[config.mk]
export PLATFORM = sky130hd
export DESIGN_NAME = multi_timer_flat
export DESIGN_NICKNAME = d
export VERILOG_FILES = /design/src/rtl/multi_timer_pkg.sv /design/src/rtl/bus_t.sv /design/src/rtl/multi_timer_chan.sv /design/src/rtl/multi_timer.sv /design/src/flat_wrapper.sv
export SDC_FILE = /design/constraint.sdc
export NUM_CORES = 1
export LEC_CHECK = 0
export ABC_CLOCK_PERIOD_IN_PS = 5000
export BUFFER_PORTS_ARGS = -buffer_cell sky130_fd_sc_hd__buf_2
export CORE_UTILIZATION = 50
export DETAILED_ROUTE_END_ITERATION = 10
export GPL_ROUTABILITY_DRIVEN = 0
export PLACE_DENSITY_LB_ADDON = 0.08
export SYNTH_ARGS = -nofsm -noshare
export SYNTH_HDL_FRONTEND = slang
export SYNTH_SLANG_ARGS = --single-unit
[constraint.sdc]
create_clock -name clk -period 5 [get_ports clk]
set_clock_uncertainty 0.1 [all_clocks]
set_input_delay 0.75 -clock clk [delete_from_list [all_inputs] [get_ports clk]]
set_output_delay 0.75 -clock clk [all_outputs]
set_load 0.02 [all_outputs]
[src/rtl/multi_timer_pkg.sv]
// Shared definitions for the multi-channel bus timer: register offsets,
// CTRL bit positions and the per-channel control struct.
package multi_timer_pkg;

  // Per-channel register offsets within an 8-byte channel slot
  localparam logic [2:0] OFF_CTRL   = 3'd0;
  localparam logic [2:0] OFF_RLD_LO = 3'd1;
  localparam logic [2:0] OFF_RLD_HI = 3'd2;
  localparam logic [2:0] OFF_CNT_LO = 3'd3;
  localparam logic [2:0] OFF_CNT_HI = 3'd4;

  // Global register offsets within the 256-byte window
  localparam logic [7:0] OFF_PEND = 8'hf0;
  localparam logic [7:0] OFF_PRE  = 8'hf1;
  localparam logic [7:0] OFF_TIME = 8'hf2;

  // CTRL bit indices
  localparam int CTRL_EN       = 0;
  localparam int CTRL_PERIODIC = 1;
  localparam int CTRL_IE       = 2;
  localparam int CTRL_START    = 3;

  // Stored CTRL bits; start is a strobe and is never stored
  typedef struct packed {
    logic ie;
    logic periodic;
    logic en;
  } ch_ctrl_t;

  // CTRL readback image (start always reads 0)
  function automatic logic [7:0] ctrl_rd(input ch_ctrl_t c);
    return {5'b0, c.ie, c.periodic, c.en};
  endfunction

endpackage

[src/rtl/bus_t.sv]
// Shared 8-bit slave bus with a combined interrupt line.
interface bus_t;
  logic [15:0] addr;
  logic [7:0]  wdata;
  logic        wreq;
  logic        rreq;
  logic [7:0]  rdata;
  logic        ack;
  logic        irq;

  modport sub (
    input  addr, wdata, wreq, rreq,
    output rdata, ack, irq
  );

  modport master (
    output addr, wdata, wreq, rreq,
    input  rdata, ack, irq
  );
endinterface

[src/rtl/multi_timer_chan.sv]
// One timer channel: control bits, reload register, down-counter,
// count high-byte shadow and the pending-set strobe for the top level.
module timer_chan
  import multi_timer_pkg::*;
#(
  parameter int WIDTH = 16
) (
  input  logic             clk,
  input  logic             rst,
  input  logic             tick,
  input  logic             ctrl_we,
  input  logic             rld_lo_we,
  input  logic             rld_hi_we,
  input  logic             cnt_latch,
  input  logic [7:0]       wdata,
  output ch_ctrl_t         ctrl,
  output logic [WIDTH-1:0] rld,
  output logic [WIDTH-1:0] cnt,
  output logic [WIDTH-9:0] shadow,
  output logic             pend_set
);

  localparam int               HIW = WIDTH - 8;
  localparam logic [WIDTH-1:0] ONE = WIDTH'(1);

  logic start_wr;
  logic expire;

  assign start_wr = ctrl_we & wdata[CTRL_START];
  // A start in the same clock as terminal count restarts the channel and
  // swallows that expiry.
  assign expire   = tick & ctrl.en & (cnt == ONE);
  assign pend_set = expire & ~start_wr;

  // Control, reload, counter and shadow registers
  always_ff @(posedge clk or negedge rst) begin
    if (!rst) begin
      ctrl   <= '0;
      rld    <= '0;
      cnt    <= '0;
      shadow <= '0;
    end else begin
      if (ctrl_we) begin
        ctrl.en       <= wdata[CTRL_EN];
        ctrl.periodic <= wdata[CTRL_PERIODIC];
        ctrl.ie       <= wdata[CTRL_IE];
      end
      if (rld_lo_we) rld[7:0] <= wdata;
      if (rld_hi_we) rld[WIDTH-1:8] <= wdata[HIW-1:0];

      if (start_wr) begin
        cnt <= rld;
      end else if (tick && ctrl.en) begin
        if (cnt > ONE) begin
          cnt <= cnt - ONE;
        end else if (cnt == ONE) begin
          if (ctrl.periodic) begin
            cnt <= rld;
          end else begin
            cnt <= '0;
            // A CTRL write in this clock owns the enable bit
            if (!ctrl_we) ctrl.en <= 1'b0;
          end
        end
      end

      if (cnt_latch) shadow <= cnt[WIDTH-1:8];
    end
  end

endmodule

[src/rtl/multi_timer.sv]
// NCH-channel bus timer: address decode, bus handshake, shared prescaler,
// pending-interrupt register, free-running TIME counter and combined irq.
module multi_timer
  import multi_timer_pkg::*;
#(
  parameter int          NCH   = 4,
  parameter int          WIDTH = 16,
  parameter logic [15:0] BASE  = 16'hfb00
) (
  input logic clk,
  input logic rst,
  bus_t.sub   bus
);

  localparam int HIW = WIDTH - 8;

  logic           ack_q;
  logic [7:0]     rdata_q;
  logic           irq_q;
  logic [7:0]     pre;
  logic [7:0]     pcnt;
  logic [7:0]     time_q;
  logic [NCH-1:0] pend;
  logic           tick;

  logic           in_win;
  logic           accept;
  logic           wr;
  logic           rd;
  logic [7:0]     off;
  logic [2:0]     sub_off;
  logic [2:0]     ch_sel;
  logic           ch_hit;
  logic [7:0]     rd_val;
  logic [NCH-1:0] w1c;

  ch_ctrl_t         ctrl_v   [NCH];
  logic [WIDTH-1:0] rld_v    [NCH];
  logic [WIDTH-1:0] cnt_v    [NCH];
  logic [HIW-1:0]   shadow_v [NCH];
  logic [NCH-1:0]   pend_set;
  logic [NCH-1:0]   ie_vec;

  assign off     = bus.addr[7:0];
  assign in_win  = (bus.addr[15:8] == BASE[15:8]);
  // The ack cycle never accepts, so a held request is taken once per ack
  assign accept  = in_win & ~ack_q & (bus.wreq | bus.rreq);
  assign wr      = accept & bus.wreq;
  assign rd      = accept & bus.rreq;
  assign sub_off = off[2:0];
  assign ch_sel  = off[5:3];
  assign ch_hit  = (off[7:6] == 2'b00) && (int'(ch_sel) < NCH);
  assign tick    = (pcnt == pre);
  assign w1c     = (wr && off == OFF_PEND) ? bus.wdata[NCH-1:0] : '0;

  for (genvar g = 0; g < NCH; g++) begin : g_ch
    logic sel;
    assign sel = ch_hit && (ch_sel == 3'(g));

    timer_chan #(.WIDTH(WIDTH)) u_chan (
      .clk       (clk),
      .rst       (rst),
      .tick      (tick),
      .ctrl_we   (wr & sel & (sub_off == OFF_CTRL)),
      .rld_lo_we (wr & sel & (sub_off == OFF_RLD_LO)),
      .rld_hi_we (wr & sel & (sub_off == OFF_RLD_HI)),
      .cnt_latch (rd & sel & (sub_off == OFF_CNT_LO)),
      .wdata     (bus.wdata),
      .ctrl      (ctrl_v[g]),
      .rld       (rld_v[g]),
      .cnt       (cnt_v[g]),
      .shadow    (shadow_v[g]),
      .pend_set  (pend_set[g])
    );

    assign ie_vec[g] = ctrl_v[g].ie;
  end

  // Read data mux; evaluated on pre-write state so a combined read/write
  // returns the old register contents
  always_comb begin
    rd_val = '0;
    case (off)
      OFF_PEND: rd_val = 8'(pend);
      OFF_PRE:  rd_val = pre;
      OFF_TIME: rd_val = time_q;
      default: begin
        for (int i = 0; i < NCH; i++) begin
          if (ch_hit && ch_sel == 3'(i)) begin
            case (sub_off)
              OFF_CTRL:   rd_val = ctrl_rd(ctrl_v[i]);
              OFF_RLD_LO: rd_val = rld_v[i][7:0];
              OFF_RLD_HI: rd_val = 8'(rld_v[i][WIDTH-1:8]);
              OFF_CNT_LO: rd_val = cnt_v[i][7:0];
              OFF_CNT_HI: rd_val = 8'(shadow_v[i]);
              default:    rd_val = '0;
            endcase
          end
        end
      end
    endcase
  end

  // Bus response: one-cycle ack with data captured at accept
  always_ff @(posedge clk or negedge rst) begin
    if (!rst) begin
      ack_q   <= 1'b0;
      rdata_q <= '0;
    end else begin
      ack_q <= accept;
      if (accept) rdata_q <= rd_val;
    end
  end

  // Prescaler; a PRE write restarts the tick phase
  always_ff @(posedge clk or negedge rst) begin
    if (!rst) begin
      pre  <= '0;
      pcnt <= '0;
    end else if (wr && off == OFF_PRE) begin
      pre  <= bus.wdata;
      pcnt <= '0;
    end else if (tick) begin
      pcnt <= '0;
    end else begin
      pcnt <= pcnt + 8'd1;
    end
  end

  // Pending bits: write-1-to-clear, with a same-clock set taking priority
  always_ff @(posedge clk or negedge rst) begin
    if (!rst) begin
      pend <= '0;
    end else begin
      pend <= (pend & ~w1c) | pend_set;
    end
  end

  // Free-running clock counter
  always_ff @(posedge clk or negedge rst) begin
    if (!rst) begin
      time_q <= '0;
    end else begin
      time_q <= time_q + 8'd1;
    end
  end

  // Combined interrupt, registered from the current pending/enable state
  always_ff @(posedge clk or negedge rst) begin
    if (!rst) begin
      irq_q <= 1'b0;
    end else begin
      irq_q <= |(pend & ie_vec);
    end
  end

  assign bus.ack   = ack_q;
  assign bus.rdata = rdata_q;
  assign bus.irq   = irq_q;

endmodule
[src/flat_wrapper.sv]
// flat-port wrapper written by rule: the top's interface ports become plain ports
module multi_timer_flat import multi_timer_pkg::*;
#(
  parameter int          NCH   = 4,
  parameter int          WIDTH = 16,
  parameter logic [15:0] BASE  = 16'hfb00
)
  (clk, rst, bus_addr, bus_wdata, bus_wreq, bus_rreq, bus_rdata, bus_ack, bus_irq);
  bus_t bus_i ();
  input logic clk;
  input logic rst;
  input wire logic [$bits(bus_i.addr)-1:0] bus_addr;
  input wire logic [$bits(bus_i.wdata)-1:0] bus_wdata;
  input wire logic [$bits(bus_i.wreq)-1:0] bus_wreq;
  input wire logic [$bits(bus_i.rreq)-1:0] bus_rreq;
  output wire logic [$bits(bus_i.rdata)-1:0] bus_rdata;
  output wire logic [$bits(bus_i.ack)-1:0] bus_ack;
  output wire logic [$bits(bus_i.irq)-1:0] bus_irq;
  assign bus_i.addr = bus_addr;
  assign bus_i.wdata = bus_wdata;
  assign bus_i.wreq = bus_wreq;
  assign bus_i.rreq = bus_rreq;
  assign bus_rdata = bus_i.rdata;
  assign bus_ack = bus_i.ack;
  assign bus_irq = bus_i.irq;
  multi_timer #(.NCH(NCH), .WIDTH(WIDTH), .BASE(BASE)) u_core (.clk(clk), .rst(rst), .bus(bus_i));
endmodule
-- Word level (Yosys, flattened, before mapping)
Cells that the tools add are included.
- multiplexer cells: 60
- bitwise gates (word level): 54
- reductions and logical operators: 27
- $add $sub $neg: 6
- order comparisons: 5
- equal/unequal tests: 16
- operator list (cell ; number):
    $mux W16 ; 20
    $pmux W8 S5 ; 4
    $eq A16 B1 Y1 const B ; 4
    $gt A16 B1 Y1 const B ; 4
    $sub A16 B1 Y16 const B ; 4
    $mux W8 ; 6
    $and A1 B1 Y1 ; 44
    $eq A8 B8 Y1 const B ; 4
    $mux W1 ; 28
    $pmux W8 S3 ; 1
    $add A8 B1 Y8 const B ; 2
    $eq A3 B2 Y1 const B ; 4
    $reduce_bool A3 Y1 ; 4
    $logic_and A1 B1 Y1 ; 11
    $and A4 B4 Y4 ; 2
    $eq A8 B8 Y1 ; 1
    $reduce_and A2 Y1 ; 4
    $reduce_bool A2 Y1 ; 4
    $eq A3 B1 Y1 const B ; 2
    $logic_not A3 Y1 ; 2
    $not A1 Y1 ; 5
    $mux W4 ; 1
    $not A4 Y4 ; 1
    $or A4 B4 Y4 ; 1
    5 further kinds ; 5
- input port bits: 28
- output and inout bits: 10
- bits in registers: 210

-- Depth between registers and ports, before layout
- depth after elaboration: 13
- mapped depth: 10
- mapped depth without buffers: 8

-- Cells and area by module
Synthesis repeated with hierarchy kept, for this count alone.
- cell total of the unflattened synthesis: 1179
- area, all modules: 12204.2 um^2
- by module, submodules not included (module ; cells an instance ; area an instance (um^2) ; sequential area each (um^2) ; instances):
    timer_chan (u_core.g_ch[0].u_chan ...) ; 198 ; 2192.1 ; 1076.0 ; 3
    multi_timer ; 388 ; 3425.8 ; 950.9 ; 1
    timer_chan (u_core.g_ch[3].u_chan) ; 197 ; 2202.1 ; 1076.0 ; 1

-- Worst setup path before layout
Ideal clock, no wire load.
- path kind: input-to-reg
- start: input port bus_addr[10]
- end: register u_core.g_ch[0].u_chan.shadow[0]
- stages on the path: 6
- library setup time: 0.125 ns
- arrival time: 2.642 ns
- setup slack: 2.133 ns
- cell sequence: nand3b_1 > or4_1 > buf_2 > buf_1 > nor3_2 > mux2_2
- longest elaborated chain between the ends: 6
- RTL lines (what ; RTL line ; RTL):
    start, declared ; flat_wrapper.sv:12 ; input wire logic [$bits(bus_i.addr)-1:0] bus_addr;
    $eq A8 B8 Y1 ; multi_timer.sv:45 ; assign in_win = (bus.addr[15:8] == BASE[15:8]);
    $and A1 B1 Y1 (2 in a row) ; multi_timer.sv:47 ; assign accept = in_win & ~ack_q & (bus.wreq | bus.rreq);
    $and A1 B1 Y1 ; multi_timer.sv:49 ; assign rd = accept & bus.rreq;
    $and A1 B1 Y1 (2 in a row) ; multi_timer.sv:67 ; .cnt_latch (rd & sel & (sub_off == OFF_CNT_LO)),
    end signal, assigned ; multi_timer_chan.sv:67 ; if (cnt_latch) shadow <= cnt[WIDTH-1:8];
    end, declared ; multi_timer_chan.sv:19 ; output logic [WIDTH-9:0] shadow,
No other way between the ends.
A chain may end at the register's enable or synchronous reset.

-- Worst setup path after layout
- start: register u_core.pcnt[5]
- end: register u_core.g_ch[2].u_chan.cnt[12]
- longest elaborated chain between the ends: 4
- RTL lines (what ; RTL line ; RTL):
    start, declared ; multi_timer.sv:21 ; logic [7:0] pcnt;
    start signal, assigned ; multi_timer.sv:126 ; pcnt <= pcnt + 8'd1;
    $eq A8 B8 Y1 ; multi_timer.sv:53 ; assign tick = (pcnt == pre);
    $logic_and A1 B1 Y1 ; multi_timer_chan.sv:53 ; end else if (tick && ctrl.en) begin
    $reduce_bool A2 Y1 (no source line) ; n/a ;
    $reduce_and A2 Y1 (no source line) ; n/a ;
    end signal, assigned ; multi_timer_chan.sv:52 ; cnt <= rld;
    end signal, assigned ; multi_timer_chan.sv:55 ; cnt <= cnt - ONE;
    end signal, assigned ; multi_timer_chan.sv:58 ; cnt <= rld;
    end, declared ; multi_timer_chan.sv:18 ; output logic [WIDTH-1:0] cnt,
No other way between the ends.

==> summary.md <==
| Metric | Value |
|---|---|
| Number of hold violations in the final report | `0` |
| Status | `finished clean` |
| Register bit total from synthesis | `210` |
| Post-layout min period | `3.39 ns` |
| Hold crit path type | `in -> async` |
| Final period utilization | `between 60% and 70%` |
| Top delay family on crit path | `simple AND/OR/NAND/NOR gates` |
| Synth top area cells | `dfrtp_1, mux2_2, o21ai_0` |
| LEAKAGE | `~5.8 nW` |
| RSZ-0062 raised after global routing | `no` |
| Clk slew on worst S/H paths | `around 0.060 ns` |
| CP Buf/Inv Count | `0` |
| Simple logic cell fraction of the synthesized area | `19.8%` |
| DR pass1 iterations | `8` |
| Xor and xnor fraction of the mapped netlist area | `~2.5%` |
| Count leader, synth | `dfrtp_1` |
| Post-DP HPWL | `26800 um` |
| Reg2reg start | `u_core.pcnt[5]` |
| Yosys warnings | `0` |
| Post-synthesis adder-cell area fraction | `1.03%` |
| CP Launch Type | `flop` |
| Initial Utilization | `between 50% and 60%` |
| Htree depth | `1` |
| Avg Vias per Cell | `6.42` |
| First-pass GRT wire length | `59700 um` |
| DRC violations left | `0` |
| Avg WL per Cell | `23.4 um` |
| Initial DRC Count | `1077` |
| Die Ht | `158 um` |
| Fmax | `295 MHz` |
| Largest area contributor in the netlist | `dfrtp_1` |
| Slew HR | `between 15 and 20%` |
| Core area | `0.0236 mm^2` |
| Global route overflow | `0` |
| Area growth syn-to-layout | `10.2%` |
| Setup TNS | `0 ns` |
| Async S/R FF share, synth | `100%` |
| Mapped Cells | `about 1300` |
| Worst reg-to-reg setup slack | `1.61 ns` |
| Main combinational cell family by area after synthesis | `simple AND/OR/NAND/NOR gates` |
| Worst-path fanout max | `10` |
| Chip width | `158 um` |
| ANT nets after route | `0` |
| Worst Reg-to-Reg Cells | `6` |
| CTS tree | `done` |
| # clock sinks | `210` |
| Vias in the first global route | `10100` |
| Post-CTS Hold Buffers | `0` |
| Worst path cell trace | `xor2_1, nor4_2, nand3_2, or2_0, or4_1, a31oi_1` |
| Most instantiated cells after synthesis | `dfrtp_1, nor2_1, o21ai_0` |
| # diodes | `0` |
| Crit. End Element | `flop` |
| Complex-gate fraction of the synthesized area | `17.5%` |
| Largest net degree at the start of global routing | `between 100 and 150` |
| Pin slew with the least headroom to its limit | `1.26 ns` |
| CP peak stage delay | `0.90 ns` |
| Worst hold margin | `approximately 0.23 ns` |
| RR Endpoint | `u_core.g_ch[2].u_chan.cnt[12]` |
| GRT Util Overall | `between 30% and 40%` |
| Number of port buffers | `37` |
| Count of unique library cells instantiated by Yosys | `77` |
| Final Max Tran Viols | `0` |
| Boundary pin count | `38` |
| Synth Flop Type | `dfrtp_1` |
| Syn nets | `1346` |
| Initial antenna violation count | `0` |
| Number of synthesized flops with an enable pin | `0` |
| Deepest clock path buffer count | `3` |
| Setup Fix Bufs, Post-CTS | `0` |
| Arr. time, crit path | `3.73 ns` |
| Fin nets | `1353` |
| Row cnt | `between 50 and 60` |
| Synthesized area per cell | `9.26 um^2` |
| Clock buffers created by TritonCTS | `24` |
| Mapped Area | `0.0121 mm^2` |
| Synth top area share | `43.4%` |
| Clk_lat worst skew | `0.53 ns` |
| Die area | `0.0249 mm^2` |
| Vias | `about 11000` |
| P per Cell Area | `276 mW/mm^2` |
| Post-synthesis mux area share | `between 10% and 20%` |
| Maximum VDD drop | `~0.22 mV` |
| Setup CP Type | `reg -> reg` |
| Root buf cell | `clkbuf_16` |
| Seq/Total Area, Yosys | `between 40% and 50%` |
| Max Cap Viol | `0` |
| Final Power | `around 3.7 mW` |
| CP max stage cell | `nor4_2` |
| Worst Path Required | `5.34 ns` |
| Setup violation total in the final timing report | `0` |
| Share of layout cells above drive strength 1 | `16.9%` |
| Post-CTS sizing | `0` |
| Final WL | `slightly below 40000 um` |
==> placed cells by master (no fill, tap or decap), types with 36 or more instances in the layout <==
cell       n
a21oi_1   86
buf_2     36
dfrtp_1  210
mux2_2    95
mux2i_1   42
nand2_1   89
nand3_1   39
nor2_1   134
nor3_1    53
o21ai_0  109
==> sequential cells by signal (all words and copies together), names as in the netlist <==
register	count
u_core.g_ch.u_chan.cnt	64
u_core.g_ch.u_chan.rld	64
u_core.g_ch.u_chan.shadow	32
u_core.g_ch.u_chan.ctrl	12
u_core.bus.rdata	8
u_core.pcnt	8
u_core.pre	8
u_core.time_q	8
u_core.pend	4
u_core.bus.ack	1
u_core.bus.irq	1
==> logic make-up after synthesis <==
group | count (synthesis)
xor+xnor | 34
mux | 138
buf+inv | 99
fa+ha+maj | 10
flops | 210
compound gates | 352
simple gates | 465
==> through the flow <==
stage / instance area [um^2] / worst slack [ns] / utilization [%] / cells
2_1_floorplan: 12100 / 2.13 / - / 1308
3_3_place_gp: 12600 / 1.34 / 53.2 / 1608
3_5_place_dp: 12600 / 1.37 / 53.2 / 1608
4_1_cts: 13400 / 1.68 / 56.5 / 1651
5_1_grt: 13400 / 1.49 / 56.5 / 1651
6_report: 13400 / 1.61 / 56.5 / 1651
==> routing by layer <==
layer | global-route usage [%] | up-vias | wire length, um | part of all wire (%)
met5 | 0 | - | 0 | 0
met4 | 11.8 | 0 | 1520 | 3.9
met3 | 5.31 | 91 | 2950 | 7.6
met2 | 48.3 | 438 | 17300 | 45
met1 | 45.4 | 5230 | 16900 | 44
li1 | - | 4836 | - | -
==> area by class of cell <==
cell class              instances  area, um^2
fillers                      2155       10300
multi-input cells             999        6480
well taps                     319         399
flip-flops and latches        210        5260
clock buffers                  34         678
clock inverters                 9         109
repair buffers                 54         335
inverters                      26        97.6
==> power by group <==
part | leakage, nW | total, mW | switching [mW] | internal [mW]
clock | 0.386 | 1.77 | 0.726 | 1.05
sequential | 2.77 | 1.72 | 0.0100 | 1.71
combinational | 2.61 | 0.199 | 0.152 | 0.0475
==> worst max path at each step <==
| stage | start | endpoint | slack (ns) | cells past startpoint |
|---|---|---|---|---|
| after CTS | u_core.pre[5] | u_core.g_ch[2].u_chan.cnt[12] | 1.68 | 6 |
| after floorplan | bus_addr[10] | u_core.g_ch[0].u_chan.shadow[0] | 2.13 | 6 |
| final | u_core.pcnt[5] | u_core.g_ch[2].u_chan.cnt[12] | 1.61 | 6 |
| after global placement | bus_addr[0] | u_core.g_ch[1].u_chan.cnt[13] | 1.34 | 7 |
| after detailed placement | bus_addr[0] | u_core.g_ch[1].u_chan.cnt[13] | 1.37 | 7 |
| after global routing | u_core.pcnt[5] | u_core.g_ch[2].u_chan.cnt[6] | 1.49 | 7 |
(Power assumes the default switching activity.)
